$ cat config.mk
export PLATFORM = sky130hd
export DESIGN_NAME = lib_fifo_sched
export DESIGN_NICKNAME = d
export VERILOG_FILES = /design/src/rtl/lib_fifo_sched.sv
export SDC_FILE = /design/constraint.sdc
export NUM_CORES = 1
export LEC_CHECK = 0
export CORE_UTILIZATION = 43
export CTS_CLUSTER_DIAMETER = 60
export DETAILED_ROUTE_END_ITERATION = 10
export GPL_TIMING_DRIVEN = 0
export PLACE_DENSITY = 0.89
export SETUP_SLACK_MARGIN = 0.05
export SLEW_MARGIN = 25
export SYNTH_ARGS = -nofsm -noshare
export SYNTH_HDL_FRONTEND = slang
export SYNTH_SLANG_ARGS = --single-unit
$ cat constraint.sdc
create_clock -name clk -period 5.3 [get_ports clk]
set_clock_uncertainty 0.05 [all_clocks]
set_input_delay 1.325 -clock clk [delete_from_list [all_inputs] [get_ports clk]]
set_output_delay 1.325 -clock clk [all_outputs]
set_load 0.02 [all_outputs]
$ cat src/rtl/lib_fifo_sched.sv
// Round-robin scheduler draining up to N head-of-FIFO words into one registered
// output stage, granting each requester a burst of at most BURST words.
module lib_fifo_sched #(
  parameter int N     = 4,
  parameter int WIDTH = 16,
  parameter int BURST = 4
) (
  input  logic               clk,
  input  logic               reset_n,
  input  logic [N*WIDTH-1:0] i_data,
  input  logic [N-1:0]       i_data_val,
  output logic [N-1:0]       o_fifo_en,
  output logic [WIDTH-1:0]   o_data,
  output logic               o_data_val,
  input  logic               i_en,
  output logic [N-1:0]       o_grant
);

  localparam int                IW       = (N > 1) ? $clog2(N) : 1;
  localparam int unsigned       NU       = N;
  localparam logic [3:0]        CNT_LAST = 4'(BURST - 1);
  localparam logic [IW-1:0]     LAST_RST = IW'(N - 1);

  typedef enum logic {
    IDLE  = 1'b0,
    GRANT = 1'b1
  } state_t;

  state_t           r_state;
  state_t           w_state_nxt;
  logic [IW-1:0]    r_g;
  logic [IW-1:0]    r_last;
  logic [3:0]       r_cnt;
  logic [N-1:0]     r_grant;
  logic [WIDTH-1:0] r_data;
  logic             r_data_val;

  logic [IW-1:0]    w_pick;
  logic [IW-1:0]    w_idx;
  logic             w_found;
  logic [N-1:0]     w_pick_oh;
  logic             w_gval;
  logic             w_load;
  logic             w_enter;
  logic             w_release;

  // First valid requester scanning upward from last+1, wrapping modulo N.
  always_comb begin
    w_pick  = '0;
    w_idx   = '0;
    w_found = 1'b0;
    for (int unsigned i = 1; i <= NU; i++) begin
      w_idx = IW'((32'(r_last) + i) % NU);
      if (!w_found && i_data_val[w_idx]) begin
        w_found = 1'b1;
        w_pick  = w_idx;
      end
    end
  end

  assign w_pick_oh = {{(N-1){1'b0}}, 1'b1} << w_pick;
  assign w_gval    = i_data_val[r_g];
  assign w_load    = reset_n && (r_state == GRANT) && w_gval && (!r_data_val || i_en);
  assign w_enter   = (r_state == IDLE)  && (w_state_nxt == GRANT);
  assign w_release = (r_state == GRANT) && (w_state_nxt == IDLE);

  always_ff @(posedge clk or negedge reset_n) begin
    if (!reset_n) begin
      r_state <= IDLE;
    end else begin
      r_state <= w_state_nxt;
    end
  end

  // A stalled grant (valid head, output full, no i_en) holds in GRANT.
  always_comb begin
    w_state_nxt = r_state;
    case (r_state)
      IDLE: begin
        if (|i_data_val) begin
          w_state_nxt = GRANT;
        end
      end
      GRANT: begin
        if ((w_load && (r_cnt == CNT_LAST)) || !w_gval) begin
          w_state_nxt = IDLE;
        end
      end
      default: w_state_nxt = IDLE;
    endcase
  end

  always_comb begin
    o_fifo_en = '0;
    if (w_load) begin
      o_fifo_en[r_g] = 1'b1;
    end
    o_grant    = r_grant;
    o_data     = r_data;
    o_data_val = r_data_val;
  end

  always_ff @(posedge clk or negedge reset_n) begin
    if (!reset_n) begin
      r_g     <= '0;
      r_cnt   <= '0;
      r_last  <= LAST_RST;
      r_grant <= '0;
    end else begin
      if (w_enter) begin
        r_g     <= w_pick;
        r_cnt   <= '0;
        r_grant <= w_pick_oh;
      end else if (w_load) begin
        r_cnt <= r_cnt + 4'd1;
      end
      if (w_release) begin
        r_last  <= r_g;
        r_grant <= '0;
      end
    end
  end

  // A load and a downstream consume may coincide; the load wins and valid stays set.
  always_ff @(posedge clk or negedge reset_n) begin
    if (!reset_n) begin
      r_data     <= '0;
      r_data_val <= 1'b0;
    end else if (w_load) begin
      r_data     <= i_data[r_g*WIDTH +: WIDTH];
      r_data_val <= 1'b1;
    end else if (i_en) begin
      r_data_val <= 1'b0;
    end
  end

  a_fifo_en_onehot0 : assert property (@(posedge clk) disable iff (!reset_n)
    $onehot0(o_fifo_en));
  a_grant_onehot0   : assert property (@(posedge clk) disable iff (!reset_n)
    $onehot0(r_grant));
  a_en_within_grant : assert property (@(posedge clk) disable iff (!reset_n)
    ((o_fifo_en & ~r_grant) == '0));

endmodule
==> results of run 1 <==
-- routing by layer --
metal | global-route usage (%) | vias up
met5 | 0 | -
met4 | 11.4 | 0
met3 | 7.19 | 14
met2 | 38.1 | 65
met1 | 26.9 | 759
li1 | - | 729
-- layout by cell type (no fill, tap or decap), types with 3 or more instances in the layout --
cell,count
a21oi_1,3
nand2_1,19
clkbuf_8,5
o21ai_0,4
mux4_2,17
clkdlybuf4s50_1,94
dfrtp_1,28
mux2_4,10
mux2_1,3
buf_2,3
clkbuf_1,3
nor2_1,3
a22oi_1,3
nand2b_1,4
mux2_2,5
nand3_1,4
-- cell type report --
cell class / instances / share of cell area, %
well taps: 50 / 2.13
repair buffers: 96 / 33.0
clock buffers: 5 / 2.35
inverters: 1 / 0.128
multi-input cells: 98 / 33.9
plain buffers: 9 / 2.43
flip-flops and latches: 30 / 25.7
clock inverters: 2 / 0.342
-- registers in the layout, indices dropped and copies added (netlist names) --
name,cells
o_data,16
r_last,2
o_grant,4
r_state,1
r_cnt,4
o_data_val,1
r_g,2
-- metrics by stage --
step / area (sq um) / setup WS [ns] / hold slack [ns] / setup TNS [ns] / total power, mW
after floorplan: 1820 / 1.41 / 0.403 / 0 / 0.969
after global placement: 2840 / -0.303 / 0.422 / -0.831 / 1.27
after detailed placement: 2850 / 0.392 / 0.432 / 0 / 1.29
after CTS: 2930 / 0.402 / 0.443 / 0 / 1.47
after global routing: 2930 / 0.307 / 0.464 / 0 / 1.55
final: 2930 / 0.408 / 0.437 / 0 / 1.46
-- power groups by stage --
stage | Combinational (mW) | Clock, mW | Sequential (mW)
3_3_place_gp | 0.863 | 0 | 0.404
2_1_floorplan | 0.470 | 0 | 0.499
5_1_grt | 0.937 | 0.189 | 0.422
6_report | 0.878 | 0.171 | 0.407
4_1_cts | 0.887 | 0.178 | 0.407
3_5_place_dp | 0.884 | 0 | 0.411
-- kinds of logic after synthesis --
family | after synthesis | synth area share (%)
AO/OA/AOI/OAI | 15 | 5.35
buffers and inverters | 10 | 4.12
flip-flops | 30 | 41.3
adder cells (fa/ha/maj) | 1 | 0.686
AND/OR/NAND/NOR | 45 | 13.2
multiplexers | 37 | 35.3
-- worst max-delay path, cell delays in order --
cell and delay [ns]:
clkdlybuf4s50_1 0.52, mux4_2 0.54, and2_4 0.20, and3_1 0.22, and3_1 0.18, clkdlybuf4s50_1 0.54
-- final timing paths --
check                                startpoint                endpoint
max                               i_data_val[3]            o_fifo_en[3]
min                        r_cnt[3]$_DFFE_PN0P_    r_cnt[3]$_DFFE_PN0P_
max reg2reg                  r_g[0]$_DFFE_PN0P_  o_data[13]$_DFFE_PN0P_
min reg2reg                r_cnt[3]$_DFFE_PN0P_    r_cnt[3]$_DFFE_PN0P_
max in group asynchronous               reset_n   r_last[0]$_DFFE_PN1P_
min in group asynchronous               reset_n   o_data[5]$_DFFE_PN0P_
==> flow_summary.ini, run 1 <==
[clock_network]
clock_sink_count = 30
cts_resized = 0
htree_levels = 2
postCtsSetupBuffers = 0
cts_root_buf = clkbuf_8
clock_latency_ns = 0.28
clockBufferDepth = 2
numCtsBuffers = 5
hold_buffers = 0
clk_pin_slew_ns = 0.06
cts_tree = yes

[floorplanning]
die_h_um = 67.1
die_w_um = 67.1
dieArea_sq_um = 4500
design.core.area_sq_um = 4030
row_count = 23
start_util_pct = 45.2
io_pins = 96

[synth]
yosysMostFrequentCell = dfrtp_1
yosysUniqueCellTypes = 40
avgSynthCellArea_sq_um = 13.2
synth_warnings = 0
synth.top_cell.area_share_pct = 38.4
netlist_instances = 138
synth_area_sq_um = 1820
syn-num-nets = 210
synth_edf_count = 0
async_flop_share_pct = 100
ys.flop_type = dfrtp_1
synth_top_area_cell = dfrtp_1
yosys-top-cells-area = dfrtp_1 (38%), mux4_2 (21%), mux2_4 (8.2%)
ys_ff_latch = 30
synth_commonest_cells = dfrtp_1 (28), nand2_1 (19), mux4_2 (17)
synth_seq_area_share_pct = 41.3

[setup_path]
cp-start-kind = primary input
crit_type = primary input to primary output
critical_path_peak_fanout = 7
ff2ff_setup_slack_ns = 3.28
cp.arrival_ns = 3.52
end_kind = primary output
crit_required_ns = 3.92
ff2ff_path_depth = 4

[layout]
layout-drive-gt1-share_pct = 21.6
synthToLayoutAreaGrowth_pct = 60.7
final_nets = 313
seq_area_sq_um = 753
final_cells = 291
fillCellCount = 301
multi_input_area_sq_um = 995
fin_util_pct = 72.7
insertedDiodeCount = 0

[power]
p_leak_nw = 1.21
p_sw_mw = 0.536
peakVddDrop_mv = 0.295
p_seq_share_pct = 28.0
p_int_mw = 0.920
p_clk_share_pct = 11.8
combPwrFrac_pct = 60.3
swShare_pct = 36.8
p_per_area_nw_per_um2 = 497

[status]
status = finished, final reports clean

[global_routing]
globalRouteOverflowTotal = 0
grt_pass1_wl_um = 7380
grt.total_usage_pct = 23.1
grt_max_degree = 32
antenna_found_initial = 0
grt_pass1_vias = 1545

[routing]
vias_per_cell = 5.38
ant_nets = 0
top_layer = met4
met3_length_um = 361
wirelength_um = 5030
wl_met2_um = 2590
met1Wirelength_um = 1930
drc = 0
vias = 1567
drtIter0Drc = 64
first_pass_iters = 4
routedWlPerCell_um = 17.3

[timing]
finalSetupViolCount = 0
slew_headroom_pct = 57.9
maxSlewViolCount = 0
post-route-min-period_ns = 4.89
hold_viol = 0
worstMarginPinSlew_ns = 0.626
timing.final.crit_share_pct = 92.3
rsz0062_at_grt = no
max_clock_freq_mhz = 204

[placed_design]
dpl.hpwl_um = 4080
gp_congestion = 0.732
portBuffers = 95
dp_cells = 284

[run]
maxCapViolations = 0

[worst_hold_path]
hp-class = flop to flop
min_path_cells = 1
Power figures use the tool's default switching activity.
==> inputs of run 2 (changes only) <==
ABC_AREA = 1   (was default)
CORE_UTILIZATION = 46   (was 43)
==> run 2 against run 1 <==
Against the previous run: the flow now finishes with violations (design-rule violations); register-to-register slack improved by 0.36 ns; clock power up 12%; first-iteration DRC count grew to 2.7 times the previous value; via count up 57%; core utilization is 0.86 points higher; sequential power down 5%; sequential cell count unchanged; routed wire length up 28%; design area up 12%; setup slack improved by 0.10 ns; critical path type unchanged; critical endpoint unchanged; largest power group unchanged.
==> flow_summary.ini, run 2 <==
[synth]
netlist_instances = 303
synth_seq_area_share_pct = 34.7
yosysUniqueCellTypes = 32
synth_commonest_cells = nand2_1 (103), nand3_1 (56), dfrtp_1 (28)
synth_area_sq_um = 2170
synth_warnings = 0
ys.flop_type = dfrtp_1
avgSynthCellArea_sq_um = 7.16
yosysMostFrequentCell = nand2_1
yosys-top-cells-area = dfrtp_1 (32%), nand2_1 (18%), nand3_1 (13%)
ys_ff_latch = 30
synth.top_cell.area_share_pct = 32.3
synth_top_area_cell = dfrtp_1
synth_edf_count = 0
async_flop_share_pct = 100
syn-num-nets = 375

[timing]
slew_headroom_pct = 55.6
post-route-min-period_ns = 4.79
maxSlewViolCount = 0
hold_viol = 0
timing.final.crit_share_pct = 90.4
max_clock_freq_mhz = 209
rsz0062_at_grt = no
worstMarginPinSlew_ns = 0.666
holdWs_ns = 0.427
finalSetupViolCount = 0

[floorplanning]
io_pins = 96
dieArea_sq_um = 4990
start_util_pct = 48.8
design.core.area_sq_um = 4440
die_w_um = 70.7
die_h_um = 70.7
row_count = 24

[clock_network]
numCtsBuffers = 5
cts_resized = 0
hold_buffers = 0
cts_root_buf = clkbuf_8
clk_pin_slew_ns = 0.06
htree_levels = 2
postCtsSetupBuffers = 0
clockBufferDepth = 2
clock_sink_count = 30
cts_tree = yes
clock_latency_ns = 0.29

[routing]
met1Wirelength_um = 2550
ant_nets = 0
wirelength_um = 6440
vias_per_cell = 5.39
top_layer = met4
vias = 2467
drtIter0Drc = 172
met3_length_um = 472
wl_met2_um = 3260
first_pass_iters = 8
drc = 4
routedWlPerCell_um = 14.1

[layout]
largest_reg_flops = 16
finalInstanceArea_sq_um = 3270
final_nets = 477
final_common_cell = nand2_1
insertedDiodeCount = 0
layout-drive-gt1-share_pct = 14.0
fin_util_pct = 73.6
layout_common_cells = nand2_1 (103), clkdlybuf4s50_1 (94), nand3_1 (56), dfrtp_1 (28), nand4_1 (18)
synthToLayoutAreaGrowth_pct = 50.8

[setup_path]
end_kind = primary output
crit_chain = clkdlybuf4s50_1 -> nand2_1 -> nand2_1 -> nand2_1 -> nand2_2 -> nand2_2 -> nor2_8 -> inv_4 -> buf_6 -> nor3_2 -> clkdlybuf4s50_1
critical_path_peak_fanout = 10
cp_common_cell = nand2_1
crit_type = primary input to primary output
cp-start-kind = primary input
ff2ff_setup_slack_ns = 3.64
crit_required_ns = 3.92
cp.arrival_ns = 3.41
slowest_stage = clkdlybuf4s50_1
slowest_delay_ns = 0.63

[power]
p_sw_mw = 0.843
p_seq_share_pct = 22.9
p_per_area_nw_per_um2 = 518
p_clk_share_pct = 11.2
swShare_pct = 49.8
combPwrFrac_pct = 65.9
p_int_mw = 0.851
p_leak_nw = 1.48
peakVddDrop_mv = 0.247

[run]
maxCapViolations = 0

[global_routing]
grt_pass1_wl_um = 10500
antenna_found_initial = 0
grt_pass1_vias = 2366
globalRouteOverflowTotal = 0
grt.total_usage_pct = 27.0
grt_max_degree = 32

[placed_design]
portBuffers = 95
dpl-instance-area_sq_um = 3180
dpl.hpwl_um = 5020
gp_congestion = 0.886

[status]
violations = design-rule violations
status = complete, but fails checks

[worst_hold_path]
hp-class = flop to flop
[run 2: changes by cell type in the layout (fill, tap and decap cells not counted), sizes merged, moves of 4 or more]
cell    previous run  this run
nand3              5        61
o21ai              4        11
nor3               1         5
mux4              17         0
inv                1        17
clkbuf             8        15
nand4              1        19
nand2             19       122
nand2b             4         0
nor2               3        11
mux2              18         0
[run 2: critical path: cells and delay by family]
kind | cells | cell delay (ns)
AND/OR/NAND/NOR | 7 | 0.64
buffers and inverters | 4 | 1.42
[run 2: kinds of logic after synthesis]
logic type / after synthesis / synth area share [%]
AND/OR/NAND/NOR: 218 / 51.0
flip-flops: 30 / 34.7
AO/OA/AOI/OAI: 19 / 5.94
XOR/XNOR: 1 / 0.404
adder cells (fa/ha/maj): 1 / 0.577
buffers and inverters: 34 / 7.33
[run 2: power by group through the flow]
stage / registers (mW) / logic [mW] / clock network [mW]
after detailed placement: 0.389 / 1.11 / 0
after global placement: 0.387 / 1.08 / 0
after CTS: 0.387 / 1.11 / 0.192
after floorplan: 0.453 / 0.680 / 0
final: 0.388 / 1.12 / 0.191
after global routing: 0.396 / 1.22 / 0.202
[run 2: cell type report]
cell class                 instances  area [sq um]
timing repair buffer              95           946
inverter                          17          66.3
tap                               52          65.1
clock inverter                     1          5.00
buffer                            17          92.6
clock buffer                       7          86.3
fill                             335          1170
sequential                        30           753
multi-input combinational        239          1260
[run 2: per-layer routing]
layer  GRT usage [%]  vias to the layer above
li1                -                     1212
met1            31.8                     1112
met2            47.2                      123
met3            5.84                       20
met4            12.4                        0
met5               0                        -
[run 2: final timing paths]
check                                       start                     end  depth (start not counted)
max                                 i_data_val[3]            o_fifo_en[3]                         11
min reg2reg                o_grant[0]$_DFFE_PN0P_  o_grant[0]$_DFFE_PN0P_                          2
max reg2reg                    r_g[0]$_DFFE_PN0P_  o_data[11]$_DFFE_PN0P_                          7
min                        o_grant[0]$_DFFE_PN0P_  o_grant[0]$_DFFE_PN0P_                          2
min in group asynchronous                 reset_n  o_grant[1]$_DFFE_PN0P_                          1
max in group asynchronous                 reset_n  o_data[10]$_DFFE_PN0P_                          1
[run 2: metrics by stage]
stage / power (mW) / setup slack, ns / cells / setup TNS [ns]
6_report: 1.69 / 0.511 / 458 / 0
4_1_cts: 1.69 / 0.482 / 458 / 0
2_1_floorplan: 1.13 / 1.66 / 303 / 0
3_5_place_dp: 1.49 / 0.484 / 450 / 0
3_3_place_gp: 1.47 / -0.418 / 450 / -1.64
5_1_grt: 1.82 / 0.338 / 458 / 0
==> inputs of run 3 (changes only) <==
SLEW_MARGIN = default   (was 25)
==> run 3 against run 2 <==
Against the previous run: the run still ends with design-rule violations left; largest power group unchanged; critical path depth down 2; critical endpoint is now o_fifo_en[2]; non-clock buffer count is the same; via count up 0.28%; register-to-register slack worse by 0.02 ns; clock power down 6%; first-iteration DRC count grew 24%; combinational power is essentially flat; largest cell class unchanged; setup slack got worse by 0.15 ns.
==> flow_summary.ini, run 3 (synthesized netlist as in run 2, its figures left out) <==
[status]
status = complete, but fails checks
violations = design-rule violations

[clock_network]
clock_sink_count = 30
clk_pin_slew_ns = 0.06
cts_tree = yes
clock_latency_ns = 0.28
cts_root_buf = clkbuf_8
htree_levels = 2
numCtsBuffers = 5
clockBufferDepth = 2

[timing]
rsz0062_at_grt = no
post-route-min-period_ns = 4.94
hold_viol = 0
finalSetupViolCount = 0
finalSetupTns_ns = 0
maxSlewViolCount = 0
timing.final.crit_share_pct = 93.2
slew_headroom_pct = 49.5
max_clock_freq_mhz = 202
worstMarginPinSlew_ns = 0.758

[floorplanning]
die_h_um = 70.7
dieArea_sq_um = 4990
die_w_um = 70.7
design.core.area_sq_um = 4440
row_count = 24
io_pins = 96
start_util_pct = 48.8

[worst_hold_path]
min_path_cells = 2
min_from = o_grant[0]$_DFFE_PN0P_
min_to = o_grant[0]$_DFFE_PN0P_
hp-class = flop to flop

[routing]
first_pass_iters = 10
routedWlPerCell_um = 14.3
ant_nets = 0
vias_per_cell = 5.43
drtIter0Drc = 213
wirelength_um = 6520
drc = 4
vias = 2474

[layout]
layout-drive-gt1-share_pct = 13.9
insertedDiodeCount = 0
layout_common_cells = nand2_1 (103), clkdlybuf4s50_1 (94), nand3_1 (56), dfrtp_1 (28), nand4_1 (18)
finalInstanceArea_sq_um = 3270
fin_util_pct = 73.5
final_common_cell = nand2_1
synthToLayoutAreaGrowth_pct = 50.7
final_nets = 477
final_cells = 456
largest_reg_flops = 16

[placed_design]
dp_cells = 450
gp_congestion = 0.886
dpl.hpwl_um = 5000
dpl-instance-area_sq_um = 3180
portBuffers = 95

[setup_path]
crit_type = primary input to primary output
ff2ff_setup_slack_ns = 3.62
ff2ff_path_depth = 10
crit_required_ns = 3.92
worstReg2RegStart = r_last[0]$_DFFE_PN1P_
cp.arrival_ns = 3.57
critical_path_peak_fanout = 31
reg2reg_to = r_g[0]$_DFFE_PN0P_
crit_chain = clkdlybuf4s15_2 -> nand2_1 -> inv_1 -> nand2_2 -> nor2_8 -> inv_4 -> buf_6 -> nor3_2 -> clkdlybuf4s50_1
slowest_delay_ns = 0.67
slowest_stage = clkdlybuf4s15_2
end_kind = primary output
cp-start-kind = primary input

[run]
maxCapViolations = 0

[global_routing]
grt_pass1_vias = 2346
grt_max_degree = 32
grt_pass1_wl_um = 10500
antenna_found_initial = 0
grt.total_usage_pct = 27.3
globalRouteOverflowTotal = 0

[power]
peakVddDrop_mv = 0.226
p_leak_nw = 1.48
p_per_area_nw_per_um2 = 517
power.total_mw = 1.69
[run 3: per-stage QoR]
stage                     hold WS, ns  setup slack (ns)
after global routing            0.457             0.169
after floorplan                 0.411              1.66
after global placement          0.407            -0.418
final                           0.427             0.359
after detailed placement        0.412            -0.458
after CTS                       0.429             0.308
[run 3: area by class of cell]
type | count | area (sq um)
Multi-Input combinational cell | 239 | 1260
Fill cell | 345 | 1180
Timing Repair Buffer | 95 | 952
Sequential cell | 30 | 753
Buffer | 17 | 92.6
Clock buffer | 6 | 82.6
Inverter | 17 | 66.3
Tap cell | 52 | 65.1
[run 3: metal layers]
| metal | vias to the layer above | global-route usage (%) | share of wire, % |
|---|---|---|---|
| met5 | - | 0 | 0 |
| met4 | 0 | 12.9 | 2.1 |
| met3 | 17 | 8.12 | 9.1 |
| met2 | 149 | 47.6 | 51 |
| met1 | 1099 | 30.8 | 38 |
| li1 | 1209 | - | - |
[run 3: power by group]
group | switching, mW | internal, mW | total [mW]
Clock | 0.0797 | 0.0998 | 0.180
Sequential | 0.0635 | 0.325 | 0.388
Combinational | 0.699 | 0.422 | 1.12
Total | 0.842 | 0.847 | 1.69
[run 3: worst max path at each step]
stage | startpoint | to
2_1_floorplan | i_data_val[3] | o_fifo_en[0]
3_3_place_gp | reset_n | o_fifo_en[2]
3_5_place_dp | reset_n | o_fifo_en[3]
4_1_cts | reset_n | o_fifo_en[3]
5_1_grt | reset_n | o_fifo_en[2]
6_report | reset_n | o_fifo_en[2]
[run 3: repair_timing]
action | CTS | global route
hold buffers | 0 | 0
endpoints found under the setup margin | 4 | 0
resized for setup | 3 | 0
buffers inserted | 0 | 0
[run 3: worst max-delay path: cells and delay by family]
kind	cells	cell delay, ns
buffers and inverters	5	1.65
AND/OR/NAND/NOR	4	0.57
